<file path="config.mk">
export PLATFORM = sky130hd
export DESIGN_NAME = fxp_div_seq
export DESIGN_NICKNAME = d
export VERILOG_FILES = /design/src/rtl/fxp_div_seq.sv
export SDC_FILE = /design/constraint.sdc
export NUM_CORES = 1
export LEC_CHECK = 0
export BUFFER_PORTS_ARGS = -buffer_cell sky130_fd_sc_hd__buf_2
export CAP_MARGIN = 20
export CELL_PAD_IN_SITES_DETAIL_PLACEMENT = 0
export CELL_PAD_IN_SITES_GLOBAL_PLACEMENT = 2
export CORE_MARGIN = 3
export CORE_UTILIZATION = 34
export DETAILED_ROUTE_END_ITERATION = 8
export PLACE_DENSITY_LB_ADDON = 0.25
export SKIP_LAST_GASP = 1
export SLEW_MARGIN = 20
export SYNTH_ARGS = -nofsm -noshare
export SYNTH_HDL_FRONTEND = slang
export SYNTH_SLANG_ARGS = --single-unit
</file>
<file path="constraint.sdc">
create_clock -name clk -period 2.3 [get_ports clk]
set_input_delay 0.23 -clock clk [delete_from_list [all_inputs] [get_ports clk]]
set_output_delay 0.23 -clock clk [all_outputs]
set_load 0.05 [all_outputs]
</file>
<file path="src/rtl/fxp_div_seq.sv">
// Sequential signed Q5.11 divider.
// Radix-2 restoring loop over magnitudes, one quotient bit per clock.
module fxp_div_seq #(
  parameter int WIDTH = 16,
  parameter int FRAC  = 11
) (
  input  logic             clk,
  input  logic             rst_n,
  input  logic             start,
  input  logic [WIDTH-1:0] dividend,
  input  logic [WIDTH-1:0] divisor,
  output logic             busy,
  output logic             done,
  output logic [WIDTH-1:0] quotient,
  output logic             overflow,
  output logic             div_by_zero
);

  localparam int NW = WIDTH + FRAC;
  localparam int CW = $clog2(NW);

  localparam logic [NW-1:0] MAG_POS = NW'((1 << (WIDTH-1)) - 1);
  localparam logic [NW-1:0] MAG_NEG = NW'(1 << (WIDTH-1));
  localparam logic [WIDTH-1:0] Q_POS = {1'b0, {(WIDTH-1){1'b1}}};
  localparam logic [WIDTH-1:0] Q_NEG = {1'b1, {(WIDTH-1){1'b0}}};

  typedef enum logic [1:0] {
    S_IDLE,
    S_CALC,
    S_FIX
  } state_t;

  state_t           state_q, state_d;
  logic             sign_q, sign_d;
  logic             zdiv_q, zdiv_d;
  logic             dneg_q, dneg_d;
  logic [NW-1:0]    num_q, num_d;
  logic [NW-1:0]    qmag_q, qmag_d;
  logic [WIDTH-1:0] rem_q, rem_d;
  logic [WIDTH-1:0] dsr_q, dsr_d;
  logic [CW-1:0]    cnt_q, cnt_d;
  logic             busy_q, busy_d;
  logic             done_q, done_d;
  logic [WIDTH-1:0] quo_q, quo_d;
  logic             ovf_q, ovf_d;
  logic             dz_q, dz_d;

  logic [WIDTH-1:0] dvd_mag;
  logic [WIDTH-1:0] dsr_mag;
  logic [WIDTH:0]   rem_sh;
  logic [WIDTH-1:0] rem_sub;
  logic             take;

  // Magnitudes as unsigned words; the most negative value maps to 2^(W-1).
  assign dvd_mag = dividend[WIDTH-1] ? (~dividend + WIDTH'(1)) : dividend;
  assign dsr_mag = divisor[WIDTH-1]  ? (~divisor + WIDTH'(1))  : divisor;

  // The shifted remainder needs one extra bit; after a subtract it fits again.
  assign rem_sh  = {rem_q, num_q[NW-1]};
  assign take    = (rem_sh >= {1'b0, dsr_q});
  assign rem_sub = rem_sh[WIDTH-1:0] - dsr_q;

  // Next-state, datapath and output-register logic of the divider FSM.
  always_comb begin
    state_d = state_q;
    sign_d  = sign_q;
    zdiv_d  = zdiv_q;
    dneg_d  = dneg_q;
    num_d   = num_q;
    qmag_d  = qmag_q;
    rem_d   = rem_q;
    dsr_d   = dsr_q;
    cnt_d   = cnt_q;
    busy_d  = busy_q;
    done_d  = 1'b0;
    quo_d   = quo_q;
    ovf_d   = ovf_q;
    dz_d    = dz_q;

    unique case (state_q)
      S_IDLE: begin
        busy_d = 1'b0;
        if (start) begin
          busy_d  = 1'b1;
          sign_d  = dividend[WIDTH-1] ^ divisor[WIDTH-1];
          zdiv_d  = (divisor == '0);
          dneg_d  = dividend[WIDTH-1];
          num_d   = {dvd_mag, {FRAC{1'b0}}};
          qmag_d  = '0;
          rem_d   = '0;
          dsr_d   = dsr_mag;
          cnt_d   = CW'(NW - 1);
          state_d = (divisor == '0) ? S_FIX : S_CALC;
        end
      end
      S_CALC: begin
        rem_d  = take ? rem_sub : rem_sh[WIDTH-1:0];
        num_d  = {num_q[NW-2:0], 1'b0};
        qmag_d = {qmag_q[NW-2:0], take};
        cnt_d  = cnt_q - CW'(1);
        if (cnt_q == '0) begin
          state_d = S_FIX;
        end
      end
      S_FIX: begin
        done_d  = 1'b1;
        state_d = S_IDLE;
        ovf_d   = 1'b0;
        dz_d    = 1'b0;
        if (zdiv_q) begin
          quo_d = dneg_q ? Q_NEG : Q_POS;
          dz_d  = 1'b1;
        end else if (!sign_q) begin
          if (qmag_q > MAG_POS) begin
            quo_d = Q_POS;
            ovf_d = 1'b1;
          end else begin
            quo_d = qmag_q[WIDTH-1:0];
          end
        end else begin
          if (qmag_q > MAG_NEG) begin
            quo_d = Q_NEG;
            ovf_d = 1'b1;
          end else begin
            quo_d = ~qmag_q[WIDTH-1:0] + WIDTH'(1);
          end
        end
      end
      default: begin
        state_d = S_IDLE;
      end
    endcase
  end

  // State and datapath registers; reset aborts any division in flight.
  always_ff @(posedge clk or negedge rst_n) begin
    if (!rst_n) begin
      state_q <= S_IDLE;
      sign_q  <= 1'b0;
      zdiv_q  <= 1'b0;
      dneg_q  <= 1'b0;
      num_q   <= '0;
      qmag_q  <= '0;
      rem_q   <= '0;
      dsr_q   <= '0;
      cnt_q   <= '0;
      busy_q  <= 1'b0;
      done_q  <= 1'b0;
      quo_q   <= '0;
      ovf_q   <= 1'b0;
      dz_q    <= 1'b0;
    end else begin
      state_q <= state_d;
      sign_q  <= sign_d;
      zdiv_q  <= zdiv_d;
      dneg_q  <= dneg_d;
      num_q   <= num_d;
      qmag_q  <= qmag_d;
      rem_q   <= rem_d;
      dsr_q   <= dsr_d;
      cnt_q   <= cnt_d;
      busy_q  <= busy_d;
      done_q  <= done_d;
      quo_q   <= quo_d;
      ovf_q   <= ovf_d;
      dz_q    <= dz_d;
    end
  end

  assign busy        = busy_q;
  assign done        = done_q;
  assign quotient    = quo_q;
  assign overflow    = ovf_q;
  assign div_by_zero = dz_q;

endmodule
</file>
==> results_dict.tcl <==
set metrics [dict create \
    drtIter0Drc 305 \
    grtUsageMet2_pct 29.3 \
    layoutNonFillerInstCount 1024 \
    synth-seq-cells 105 \
    initial_core_util_pct 35.1 \
    ir_drop_v 0.000684 \
    grt_pass1_vias 5371 \
    postSynthAreaPerCell_um2 9.13 \
    outcome "complete, but fails checks" \
    die-area_um2 19600 \
    crit_chain "ha_1 -> nor2b_2 -> o21ba_4 -> o21bai_4 -> a211oi_4 -> o22ai_4 -> buf_12 -> or4_1 -> nand2_1" \
    detail-route-antenna-nets 0 \
    rrSetupSlack_ns -0.02 \
    setup_violations 1 \
    cts-buffers-inserted 9 \
    cts-root-buf "clkbuf_16" \
    vias_per_cell 5.28 \
    crit_slowest_cell "or4_1" \
    tns_ns -0.0168 \
    preCtsSetupSlack_ns -0.170 \
    gr-total-overflow 0 \
    core_region_area_um2 17400 \
    synth_edf_count 0 \
    p_leak_nw 3.58 \
    io_buffers 54 \
    worst_pin_slew_ns 0.666 \
    slew_headroom_pct 55.6 \
    die_w_um 140 \
    cp_data_required_time_ns 2.59 \
    cp-start-kind "flip-flop" \
    fmax_mhz 432 \
    drive_gt1_share_pct 28.5 \
    ys_seq_area_share_pct 43.0 \
    diodes 0 \
    hold_class "in2reg" \
    grt_pass1_wl_mm 27.5 \
    synthesis.nets 727 \
    power_density_nw_per_um2 1720 \
    drcViolationCount 0 \
    busiest_layer "met2" \
    synthToLayoutAreaGrowth_pct 29.3 \
    post-route-period-util_pct 101 \
    fin_ws_ns -0.0168 \
    min_period_ns 2.32 \
    violations "setup timing" \
    cpLargestDelayFamily "simple AND/OR/NAND/NOR gates" \
    slew_viol_final 0 \
    synth_cells 669 \
    crit_buf_inv 1 \
    grt_util_met3_pct 3.79 \
    use_met1_pct 22.3 \
    antenna_found_initial 0 \
    syn-cell-area_um2 6110 \
    grt_usage_pct 17.0 \
    io_pins 55 \
    clk_latency_ns 0.35 \
    path_class "reg2reg" \
    die_h_um 140 \
    cp_max_fo 8 \
    cpPeakStageDelay_ns 0.46 \
    post-dp-hpwl_mm 12.1 \
    cts_htree_levels 3 \
    synth_ff_type "dfrtp_1" \
    avgRoutedWirePerCell_um 16.0 \
    gp_congestion 0.866 \
    grt_max_degree 51 \
    cts_buffer_depth 2 \
    ys_warn_count 0 \
    fin_skew_ns 0.0105 \
    via_count 5402 \
    critPathCaptureType "flip-flop" \
    fin_nets 852 \
    cp.arrival_ns 2.60 \
    firstDrtPassIters 4 \
    clock-sinks 105 \
    rows 48 \
    dp.cells 987 \
    final_hold_viol_count 0 \
    cap_violations 0 \
    async_flop_share_pct 100 \
    clk_pin_slew_worst_paths_ns 0.07 \
    routed_wl_mm 16.4 \
    rsz0062_at_grt "yes" \
    tritoncts "built" \
    synth_cell_types 69 \
]
[kinds of logic (layout without fill, tap and decap cells)]
| logic type | after synthesis | count (layout) | synth area share, % |
|---|---|---|---|
| buffers and inverters | 70 | 200 | 4.59 |
| DFF | 105 | 105 | 43.0 |
| adders and majority gates | 23 | 23 | 4.84 |
| AOI/OAI and AO/OA | 202 | 202 | 22.6 |
| and+or+nand+nor | 223 | 223 | 18.2 |
| xor gates and xnor gates | 39 | 39 | 5.59 |
| muxes | 7 | 7 | 1.17 |
[power breakdown]
part / switching (mW) / total (mW) / internal, mW
clock network: 0.725 / 1.58 / 0.854
logic: 4.72 / 8.80 / 4.08
registers: 0.572 / 3.18 / 2.61
[cell usage after synthesis (3+ instances only)]
| master | number | share of area [%] |
|---|---|---|
| o21ai_0 | 50 | 4.1 |
| dfrtp_1 | 105 | 43 |
| nand3_1 | 23 | 1.9 |
| o21a_1 | 3 | 0.37 |
| or3_1 | 9 | 0.92 |
| nor2b_1 | 8 | 0.82 |
| a22o_1 | 24 | 3.4 |
| o21ai_1 | 20 | 1.6 |
| o311ai_1 | 6 | 0.86 |
| nor2_1 | 35 | 2.2 |
| nand4_1 | 6 | 0.61 |
| ha_1 | 22 | 4.5 |
| o41ai_1 | 7 | 1.0 |
| o31ai_1 | 10 | 1.2 |
| mux2i_1 | 6 | 0.98 |
| inv_1 | 31 | 1.9 |
| xnor2_1 | 23 | 3.3 |
| o211ai_1 | 6 | 0.74 |
| or4_1 | 5 | 0.61 |
| a32oi_1 | 7 | 1.0 |
| nor3b_1 | 4 | 0.49 |
| nand2_1 | 78 | 4.8 |
| buf_1 | 4 | 0.25 |
| o22ai_1 | 5 | 0.51 |
| xor2_1 | 16 | 2.3 |
| nor4_1 | 8 | 0.82 |
| a21oi_1 | 31 | 2.5 |
| clkbuf_1 | 30 | 1.8 |
| nand2b_1 | 11 | 1.1 |
| a22oi_1 | 8 | 0.98 |
| nor3_1 | 19 | 1.6 |
[final timing paths]
kind,to,from,depth (start not counted)
min in group asynchronous,num_q[20]$_DFFE_PN0P_,rst_n,2
worst max-delay path,rem_q[15]$_DFFE_PN0P_,rem_q[0]$_DFFE_PN0P_,9
max in group asynchronous,quotient[7]$_DFFE_PN0P_,rst_n,3
worst min-delay path,dsr_q[15]$_DFFE_PN0P_,divisor[14],3
worst max register to register,rem_q[15]$_DFFE_PN0P_,rem_q[0]$_DFFE_PN0P_,9
worst min register to register,quotient[0]$_DFFE_PN0P_,quotient[0]$_DFFE_PN0P_,2
[stage by stage]
stage	power, mW	utilization, %	cell area [µm²]	hold WS (ns)
6_report	13.6	45.3	7900	0.189
4_1_cts	13.1	44.0	7670	0.175
2_1_floorplan	8.11	-	6110	-0.0656
3_5_place_dp	10.7	40.8	7100	0.307
5_1_grt	14.7	45.3	7900	0.196
3_3_place_gp	10.6	40.8	7100	0.297
[cell type report]
cell class,count,area (µm²)
clock buffers,9,225
fillers,1706,9520
flip-flops and latches,105,2630
inverters,32,120
well taps,225,282
repair buffers,152,1050
multi-input cells,494,3510
clock inverters,7,77.6
[worst register-to-register path: cells and delay by family (launching register included)]
| family | cells | cell delay (ns) |
|---|---|---|
| AO/OA/AOI/OAI | 4 | 0.67 |
| adder cells (fa/ha/maj) | 1 | 0.31 |
| buffers and inverters | 1 | 0.16 |
| flip-flops | 1 | 0.41 |
| AND/OR/NAND/NOR | 3 | 0.71 |
[registers in the layout (all words and copies together), names as in the netlist, 2 cells and up]
name      count
rem_q        16
cnt_q         5
state_q       2
num_q        16
dsr_q        16
quotient     16
qmag_q       27
[per-layer routing]
metal | vias to the layer above | share of wire [%]
li1 | 2678 | -
met1 | 2632 | 47
met2 | 88 | 49
met3 | 4 | 3.4
met4 | 0 | 0.52
met5 | - | 0
[cells in the final DEF, fill, tap and decap left out, types with 6 or more instances in the layout]
| cell | instances |
|---|---|
| nand2b_1 | 10 |
| nor4_1 | 7 |
| o21ai_1 | 20 |
| a22oi_1 | 8 |
| nand4_1 | 6 |
| clkbuf_16 | 9 |
| buf_4 | 91 |
| o21ai_0 | 49 |
| dfrtp_1 | 104 |
| ha_1 | 10 |
| o211ai_1 | 6 |
| a32oi_1 | 7 |
| or3_1 | 8 |
| nor3_1 | 18 |
| xnor2_1 | 23 |
| a21oi_1 | 27 |
| o31ai_1 | 10 |
| inv_1 | 28 |
| nor2_1 | 33 |
| ha_4 | 9 |
| mux2i_1 | 6 |
| nand3_1 | 21 |
| a22o_1 | 24 |
| xor2_1 | 16 |
| buf_2 | 54 |
| nand2_1 | 76 |
[repair_timing]
action / CTS / global route
hold buffers: 1 / 0
pin swaps: 16 / 17
hold endpoints to repair: 47 / 0
gates resized for setup: 26 / 35
gates cloned: 1 / 1
buffers inserted: 7 / 12
endpoints found under the setup margin: 15 / 29
Note: power is estimated with default switching activity, not from simulation.
